`src/rtl/parking_allocator.sv`:
```
// Four-slot parking allocator: edge-detects entry/exit sensor levels, queues
// one pending request of each kind, and drives one barrier at a time with a
// per-gate timeout that rolls back an entry allocation if the car never passes.
module parking_allocator #(
  parameter int GATE_TIMEOUT = 8
) (
  input  logic       slow_clk_1,
  input  logic       rst,
  input  logic       entry_req,
  input  logic       exit_req,
  input  logic [1:0] exit_slot,
  input  logic       gate_clear,
  output logic [3:0] occupancy,
  output logic [2:0] free_count,
  output logic       full,
  output logic [1:0] assign_slot,
  output logic       entry_gate_open,
  output logic       exit_gate_open,
  output logic       err_exit_empty
);

  typedef enum logic [1:0] {
    IDLE       = 2'd0,
    ENTRY_OPEN = 2'd1,
    EXIT_OPEN  = 2'd2
  } state_t;

  // Timer value on the last cycle a gate may stay open.
  localparam logic [3:0] TIMEOUT_LAST = 4'(GATE_TIMEOUT - 1);

  state_t     state;
  logic       entry_q;
  logic       exit_q;
  logic       pend_entry;
  logic       pend_exit;
  logic [3:0] timer;
  logic       entry_edge;
  logic       exit_edge;
  logic [1:0] free_slot;

  // Lowest-index clear bit; only meaningful when at least one bit is clear.
  function automatic logic [1:0] lowest_free(input logic [3:0] occ);
    logic [1:0] idx;
    idx = 2'd0;
    for (int i = 3; i >= 0; i--) begin
      if (!occ[i]) idx = 2'(i);
    end
    return idx;
  endfunction

  // Number of clear bits in the occupancy map.
  function automatic logic [2:0] count_free(input logic [3:0] occ);
    logic [2:0] cnt;
    cnt = 3'd0;
    for (int i = 0; i < 4; i++) begin
      cnt = cnt + {2'b00, ~occ[i]};
    end
    return cnt;
  endfunction

  assign entry_edge = entry_req & ~entry_q;
  assign exit_edge  = exit_req & ~exit_q;
  assign free_slot  = lowest_free(occupancy);
  assign free_count = count_free(occupancy);
  assign full       = (occupancy == 4'b1111);

  // Request capture, gate FSM, slot bookkeeping and registered outputs.
  always_ff @(posedge slow_clk_1 or posedge rst) begin
    if (rst) begin
      state           <= IDLE;
      entry_q         <= 1'b0;
      exit_q          <= 1'b0;
      pend_entry      <= 1'b0;
      pend_exit       <= 1'b0;
      timer           <= 4'd0;
      occupancy       <= 4'b0000;
      assign_slot     <= 2'd0;
      entry_gate_open <= 1'b0;
      exit_gate_open  <= 1'b0;
      err_exit_empty  <= 1'b0;
    end else begin
      entry_q        <= entry_req;
      exit_q         <= exit_req;
      err_exit_empty <= 1'b0;
      // Edges only set a flag; an edge while the flag is already set is lost.
      if (entry_edge) pend_entry <= 1'b1;
      if (exit_edge)  pend_exit  <= 1'b1;

      case (state)
        IDLE: begin
          // Exit is checked first so a departing car can make room.
          if (pend_exit) begin
            pend_exit <= 1'b0;
            if (occupancy[exit_slot]) begin
              occupancy[exit_slot] <= 1'b0;
              state                <= EXIT_OPEN;
              exit_gate_open       <= 1'b1;
              timer                <= 4'd0;
            end else begin
              err_exit_empty <= 1'b1;
            end
          end else if (pend_entry && !full) begin
            pend_entry             <= 1'b0;
            occupancy[free_slot]   <= 1'b1;
            assign_slot            <= free_slot;
            state                  <= ENTRY_OPEN;
            entry_gate_open        <= 1'b1;
            timer                  <= 4'd0;
          end
        end

        ENTRY_OPEN: begin
          if (gate_clear || timer == TIMEOUT_LAST) begin
            // Car never passed: hand the reserved slot back.
            if (!gate_clear) occupancy[assign_slot] <= 1'b0;
            state           <= IDLE;
            entry_gate_open <= 1'b0;
            timer           <= 4'd0;
          end else begin
            timer <= timer + 4'd1;
          end
        end

        EXIT_OPEN: begin
          if (gate_clear || timer == TIMEOUT_LAST) begin
            state          <= IDLE;
            exit_gate_open <= 1'b0;
            timer          <= 4'd0;
          end else begin
            timer <= timer + 4'd1;
          end
        end

        default: begin
          state           <= IDLE;
          entry_gate_open <= 1'b0;
          exit_gate_open  <= 1'b0;
        end
      endcase
    end
  end

endmodule

```
`config.mk`:
```
export PLATFORM = sky130hd
export DESIGN_NAME = parking_allocator
export DESIGN_NICKNAME = d
export VERILOG_FILES = /design/src/rtl/parking_allocator.sv
export SDC_FILE = /design/constraint.sdc
export NUM_CORES = 1
export LEC_CHECK = 0
export ABC_AREA = 1
export CAP_MARGIN = 5
export CORE_ASPECT_RATIO = 1.1
export CORE_MARGIN = 1
export CORE_UTILIZATION = 40
export DETAILED_ROUTE_END_ITERATION = 10
export PLACE_DENSITY = 0.65
export SETUP_SLACK_MARGIN = 0.5
export SLEW_MARGIN = 20
export SYNTH_ARGS = -nofsm -noshare
export SYNTH_HDL_FRONTEND = slang
export SYNTH_SLANG_ARGS = --single-unit
export TNS_END_PERCENT = 10
```
`constraint.sdc`:
```
create_clock -name slow_clk_1 -period 3.6 [get_ports slow_clk_1]
set_input_delay 0.36 -clock slow_clk_1 [delete_from_list [all_inputs] [get_ports slow_clk_1]]
set_output_delay 0.36 -clock slow_clk_1 [all_outputs]
set_load 0.01 [all_outputs]
```
==> reports/qor.txt, run 1 <==
Synthesis Warnings -> 0
FF+latch count, synth -> 19
CTS tree -> built
GRT Util Overall -> 0.179
Final HPWL DP -> 1940 microns
Initial Util -> 0.431
WL final -> 2510 microns
initial DRC count -> 33
Die Y -> 60.2 microns
hold crit path type -> input port to asynchronous set/reset pin
Initial DRT Pass Iterations -> 4
Netlist Area Pre-Place -> 1230 sq um
DIE AREA -> 3300 sq um
Mapped Nets -> 171
crit end category -> primary output
clock sinks -> 19
Synth Area in XOR/XNOR -> 0.00712
Root Buffer -> clkbuf_4
status -> complete, no violations
# resized after CTS -> 0
fin. max-slew vios -> 0
Placement Rows -> 20
CP max FO -> 9
critical path's largest stage delay -> 0.58 ns
layout cells sized above 1 -> 0.113
worst setup path class -> flop to primary output
vias in the first global route -> 955
met2 wire len -> 1180 microns
crit share post-route -> 0.763
Achievable Freq -> 364 MHz
CP required -> 3.24 ns
mux contribution to synthesized area -> 0
simple-gate share of the synthesized area -> 0.294
clock transition at the registers of the reported paths -> 0.11 ns
Via density -> 5.08
TNS Setup -> 0 ns
maxcap violations -> 0
largest family of logic cells by synthesized area -> simple AND/OR/NAND/NOR gates
largest net degree at the start of global routing -> 20
Syn Area/Cell -> 7.94 sq um
Relative slew margins -> 0.502
latest clock arrival within the worst-skew pair -> 0.30 ns
final hold violation count -> 0
Met1 Wirelength -> 1190 microns
top layer in use -> met4
Synth Area in Adders -> 0.0977
post-synthesis compound-gate area fraction -> 0.134
via count -> 1066
Post-CTS Setup Repair Bufs -> 0
Cells after Synth -> 155
Power, Total -> 1.33 mW
Ports -> 20
hold_buf cts -> 0
Setup violations, final -> 0
synthesis-to-layout area growth -> 20.5%
min Tclk post-route -> 2.75 ns
final core utilization -> 0.520
Nets -> 194
Detail Route met3 WL -> 97 microns
RSZ-0062 raised after global routing -> false
pwr/cell area -> 900 nW/um^2
DRC Markers -> 0
critical path's slowest cell -> fa_1
post-route ant nets -> 0
Die Width -> 54.9 microns
Final Cell Area -> 1480 sq um
RePlAce Congestion -> 0.899
register area share after synthesis -> 0.387
Max IR drop VDD -> 0.694 mV
grt ovf -> 0
CTS Buf Count -> 3
CP cell instances -> fa_1 > inv_1 > ha_1 > ha_1 > clkdlybuf4s50_1
n_diodes -> 0
initial antenna violation count -> 0
Slew @ Worst Pin -> 0.746 ns
DP Area -> 1460 sq um
CTS max path bufs -> 2
H-tree lvl count -> 1
PortBufs -> 19
WL per Instance -> 12.0 microns
most frequent CP cell -> ha_1
global-route wire length before repair -> 4180 microns
clk_skew -> 0.00994 ns
Synth cell types -> 27
WP data arrival -> 2.39 ns
P_leak -> 0.702 nW
core area -> 2850 sq um
crit path launch type -> flop
## final timing paths
kind | start | endpoint | slack (ns) | depth (start not counted)
min | rst | timer[1] | 0.47 | 2
min reg2reg | entry_gate_open | entry_gate_open | 0.51 | 2
min in group slow_clk_1 | entry_gate_open | entry_gate_open | 0.51 | 2
max in group asynchronous | rst | occupancy[1] | 2.65 | 2
max reg2reg | state[0] | occupancy[0] | 2.05 | 8
max | occupancy[0] | free_count[1] | 0.85 | 5
## per-layer routing
metal / track usage / vias to the layer above
met2: 0.296 / 26
met4: 0.0769 / 0
met3: 0.0229 / 5
met5: 0 / -
li1: - / 545
met1: 0.229 / 490
## stage by stage
step	std cells	hold WS [ns]	setup slack, ns
2_1_floorplan	155	0.311	1.70
3_3_place_gp	206	0.490	1.24
3_5_place_dp	206	0.489	1.17
4_1_cts	210	0.513	0.824
5_1_grt	210	0.522	0.737
6_report	210	0.474	0.854
## critical path, delay by kind of cell (launching register included)
| kind | cells | cell delay, ns |
|---|---|---|
| adder cells (fa/ha/maj) | 3 | 1.02 |
| buffers and inverters | 2 | 0.57 |
| flip-flops | 1 | 0.50 |
## cells in the mapped netlist
cell type,count,area [sq um]
a21oi_1,5,25.0
and2_1,1,6.26
buf_2,1,5.00
clkinv_1,1,3.75
dfrtp_1,19,475
fa_1,1,20.0
ha_1,8,100
inv_1,21,78.8
inv_2,3,11.3
nand2_1,35,131
nand2_2,3,18.8
nand3_1,8,40.0
nand3_2,2,20.0
nand3_4,3,52.6
nand4_1,2,12.5
nor2_1,10,37.5
nor2_2,3,18.8
nor2_4,1,11.3
o2111ai_1,1,8.76
o211ai_1,1,7.51
o21ai_0,7,35.0
o21ai_1,13,65.1
o21bai_2,1,11.3
o22ai_1,2,12.5
or2_1,1,6.26
or2_2,1,6.26
xor2_1,1,8.76
## state kept, by name (all words and copies together), names as in the netlist
signal	cells
entry_gate_open	1
timer	4
exit_gate_open	1
err_exit_empty	1
occupancy	4
assign_slot	2
pend_exit	1
entry_q	1
exit_q	1
state	2
pend_entry	1
## area by class of cell
| cell class | count | area [sq um] |
|---|---|---|
| Fill cell | 288 | 1370 |
| Inverter | 25 | 93.8 |
| Clock buffer | 4 | 26.3 |
| Tap cell | 33 | 41.3 |
| Sequential cell | 19 | 475 |
| Timing Repair Buffer | 19 | 190 |
| Multi-Input combinational cell | 110 | 656 |
## placed cells by master (no fill, tap or decap), drive strengths merged
cell | Yosys | final
ha | 8 | 8
clkbuf | 0 | 4
o21bai | 1 | 1
dfrtp | 19 | 19
o2111ai | 1 | 1
o22ai | 2 | 2
nand2 | 38 | 38
o211ai | 1 | 1
and2 | 1 | 1
inv | 24 | 24
clkdlybuf4s50 | 0 | 19
a21oi | 5 | 5
fa | 1 | 1
o21ai | 20 | 20
xor2 | 1 | 1
nand3 | 13 | 13
nand4 | 2 | 2
or2 | 2 | 2
nor2 | 14 | 14
clkinv | 1 | 1
## logic make-up after synthesis
logic type / Yosys count
xor gates and xnor gates: 1
AOI/OAI and AO/OA: 30
buffers and inverters: 26
and+or+nand+nor: 70
adders and majority gates: 9
DFF: 19
## where the power goes
group          switching [mW]  total [mW]  internal, mW
clock network          0.0647       0.108        0.0432
registers              0.0925       0.379         0.287
logic                   0.456       0.847         0.391
total                   0.613        1.33         0.720
Power figures use the tool's default switching activity.
==> run 2: changes to the inputs <==
Clock period 3.6 ns to 2.8 ns, I/O delays scaled along.
==> reports/qor.txt, run 2 (synthesis results as in run 1) <==
hold_buf cts -> 0 (unchanged)
final hold violation count -> 0 (unchanged)
crit path launch type -> flop (unchanged)
P_leak -> 0.727 nW (was 0.702 nW)
Worst setup startpoint -> occupancy[0] (unchanged)
Regs by FF count -> occupancy: 4 flops, timer: 4 flops (unchanged)
TNS Setup -> 0 ns (unchanged)
Initial Util -> 0.431 (unchanged)
grt ovf -> 0 (unchanged)
Setup violations, final -> 0 (unchanged)
CP max FO -> 2 (was 9)
Final HPWL DP -> 1960 microns (was 1940 microns)
Final Cell Area -> 1510 sq um (was 1480 sq um)
layout cells sized above 1 -> 0.144 (was 0.113)
post-route ant nets -> 0 (unchanged)
WL final -> 2550 microns (was 2510 microns)
via count -> 1085 (was 1066)
WL per Instance -> 12.0 microns (about the same)
setup slack, reg-to-reg -> 1.26 ns (was 2.05 ns)
Achievable Freq -> 434 MHz
worst setup path class -> flop to primary output (unchanged)
clock transition at the registers of the reported paths -> 0.11 ns (about the same)
initial DRC count -> 42 (was 33)
most common cell after layout, fill and taps aside -> nand2_1 (unchanged)
fin. max-slew vios -> 0 (unchanged)
Power, Total -> 1.71 mW (was 1.33 mW)
pwr/cell area -> 1130 nW/um^2 (was 900 nW/um^2)
Via density -> 5.09 (was 5.08)
Relative slew margins -> 0.509 (was 0.502)
core area -> 2850 sq um (unchanged)
clk_skew -> 0.00715 ns (was 0.00994 ns)
DIE AREA -> 3300 sq um (unchanged)
maxcap violations -> 0 (unchanged)
RR Startpoint -> state[0] (unchanged)
min Tclk post-route -> 2.30 ns
RSZ-0062 raised after global routing -> true (was false)
worst r2r dst -> occupancy[0] (unchanged)
Root Buffer -> clkbuf_4 (unchanged)
Critical Path End -> free_count[1] (unchanged)
largest net degree at the start of global routing -> 20 (unchanged)
hold crit path type -> input port to asynchronous set/reset pin (unchanged)
commonest non-fill, non-tap cells in the layout -> 35 x nand2_1, 21 x inv_1, 16 x dfrtp_1, 16 x clkdlybuf4s50_1, 13 x o21ai_1 (was 35 x nand2_1, 21 x inv_1, 19 x dfrtp_1, 19 x clkdlybuf4s50_1, 13 x o21ai_1)
CTS tree -> built (unchanged)
Cells after DPL -> 206 (unchanged)
synthesis-to-layout area growth -> 22.7% (was 20.5%)
WP data arrival -> 2.02 ns (was 2.39 ns)
vias in the first global route -> 1034 (was 955)
final core utilization -> 0.529 (was 0.520)
GRT Util Overall -> 0.183 (was 0.179)
Max IR drop VDD -> 0.858 mV (was 0.694 mV)
DRC Markers -> 0 (unchanged)
initial antenna violation count -> 0 (unchanged)
status -> complete, no violations (unchanged)
Die Y -> 60.2 microns (unchanged)
Nets -> 197 (was 194)
crit end category -> primary output (unchanged)
cells on worst reg2reg path -> 8 (unchanged)
Final Worst Setup Slack -> 0.496 ns (was 0.854 ns)
DP Area -> 1460 sq um (unchanged)
PortBufs -> 19 (unchanged)
Ports -> 20 (unchanged)
RePlAce Congestion -> 0.898 (was 0.899)
n_diodes -> 0 (unchanged)
Hold Slack -> 0.391 ns (was 0.474 ns)
CP required -> 2.52 ns (was 3.24 ns)
clock sinks -> 19 (unchanged)
CTS Buf Count -> 3 (unchanged)
crit share post-route -> 0.823
Post-Place Worst Slack -> 0.451 ns (was 1.17 ns)
Slew @ Worst Pin -> 0.736 ns (was 0.746 ns)
Initial DRT Pass Iterations -> 4 (unchanged)
Die Width -> 54.9 microns (unchanged)
fin cells -> 213 (was 210)
latest clock arrival within the worst-skew pair -> 0.30 ns (about the same)
Placement Rows -> 20 (unchanged)
CTS max path bufs -> 2 (unchanged)
H-tree lvl count -> 1 (unchanged)
global-route wire length before repair -> 4330 microns (was 4180 microns)
-- run 2: cell type report --
type / count / area (sq um)
Inverter: 25 / 93.8
Sequential cell: 19 / 479
Multi-Input combinational cell: 110 / 656
Fill cell: 289 / 1340
Tap cell: 33 / 41.3
Clock buffer: 4 / 26.3
Timing Repair Buffer: 22 / 213
-- run 2: worst min path at each step --
stage                           end  slack (ns)  cells past startpoint            start
floorplan            assign_slot[0]        0.23                      1              rst
global placement    entry_gate_open        0.49                      2  entry_gate_open
detailed placement  entry_gate_open        0.49                      2  entry_gate_open
CTS                    occupancy[2]        0.43                      2              rst
global route                 exit_q        0.44                      1         exit_req
finish                     timer[1]        0.39                      2              rst
-- run 2: where the power goes --
group          total [mW]  switching [mW]  internal, mW
clock network       0.139          0.0837        0.0556
logic                1.11           0.626         0.483
registers           0.458          0.0848         0.373
-- run 2: critical path, stage by stage, from the launching register on --
cell and delay, ns:
dfrtp_2 0.43, fa_1 0.54, inv_1 0.05, ha_1 0.17
ha_1 0.26, dlygate4sd2_1 0.28
-- run 2: timing repair --
action	CTS	global route
pin swaps	0	0
buffers inserted	3	0
resized for setup	5	1
endpoints found under the setup margin	3	3
-- run 2: layer usage --
layer	GRT usage	part of all wire
met1	0.227	0.46
met2	0.301	0.48
met3	0.0280	0.042
met4	0.0916	0.013
met5	0	0
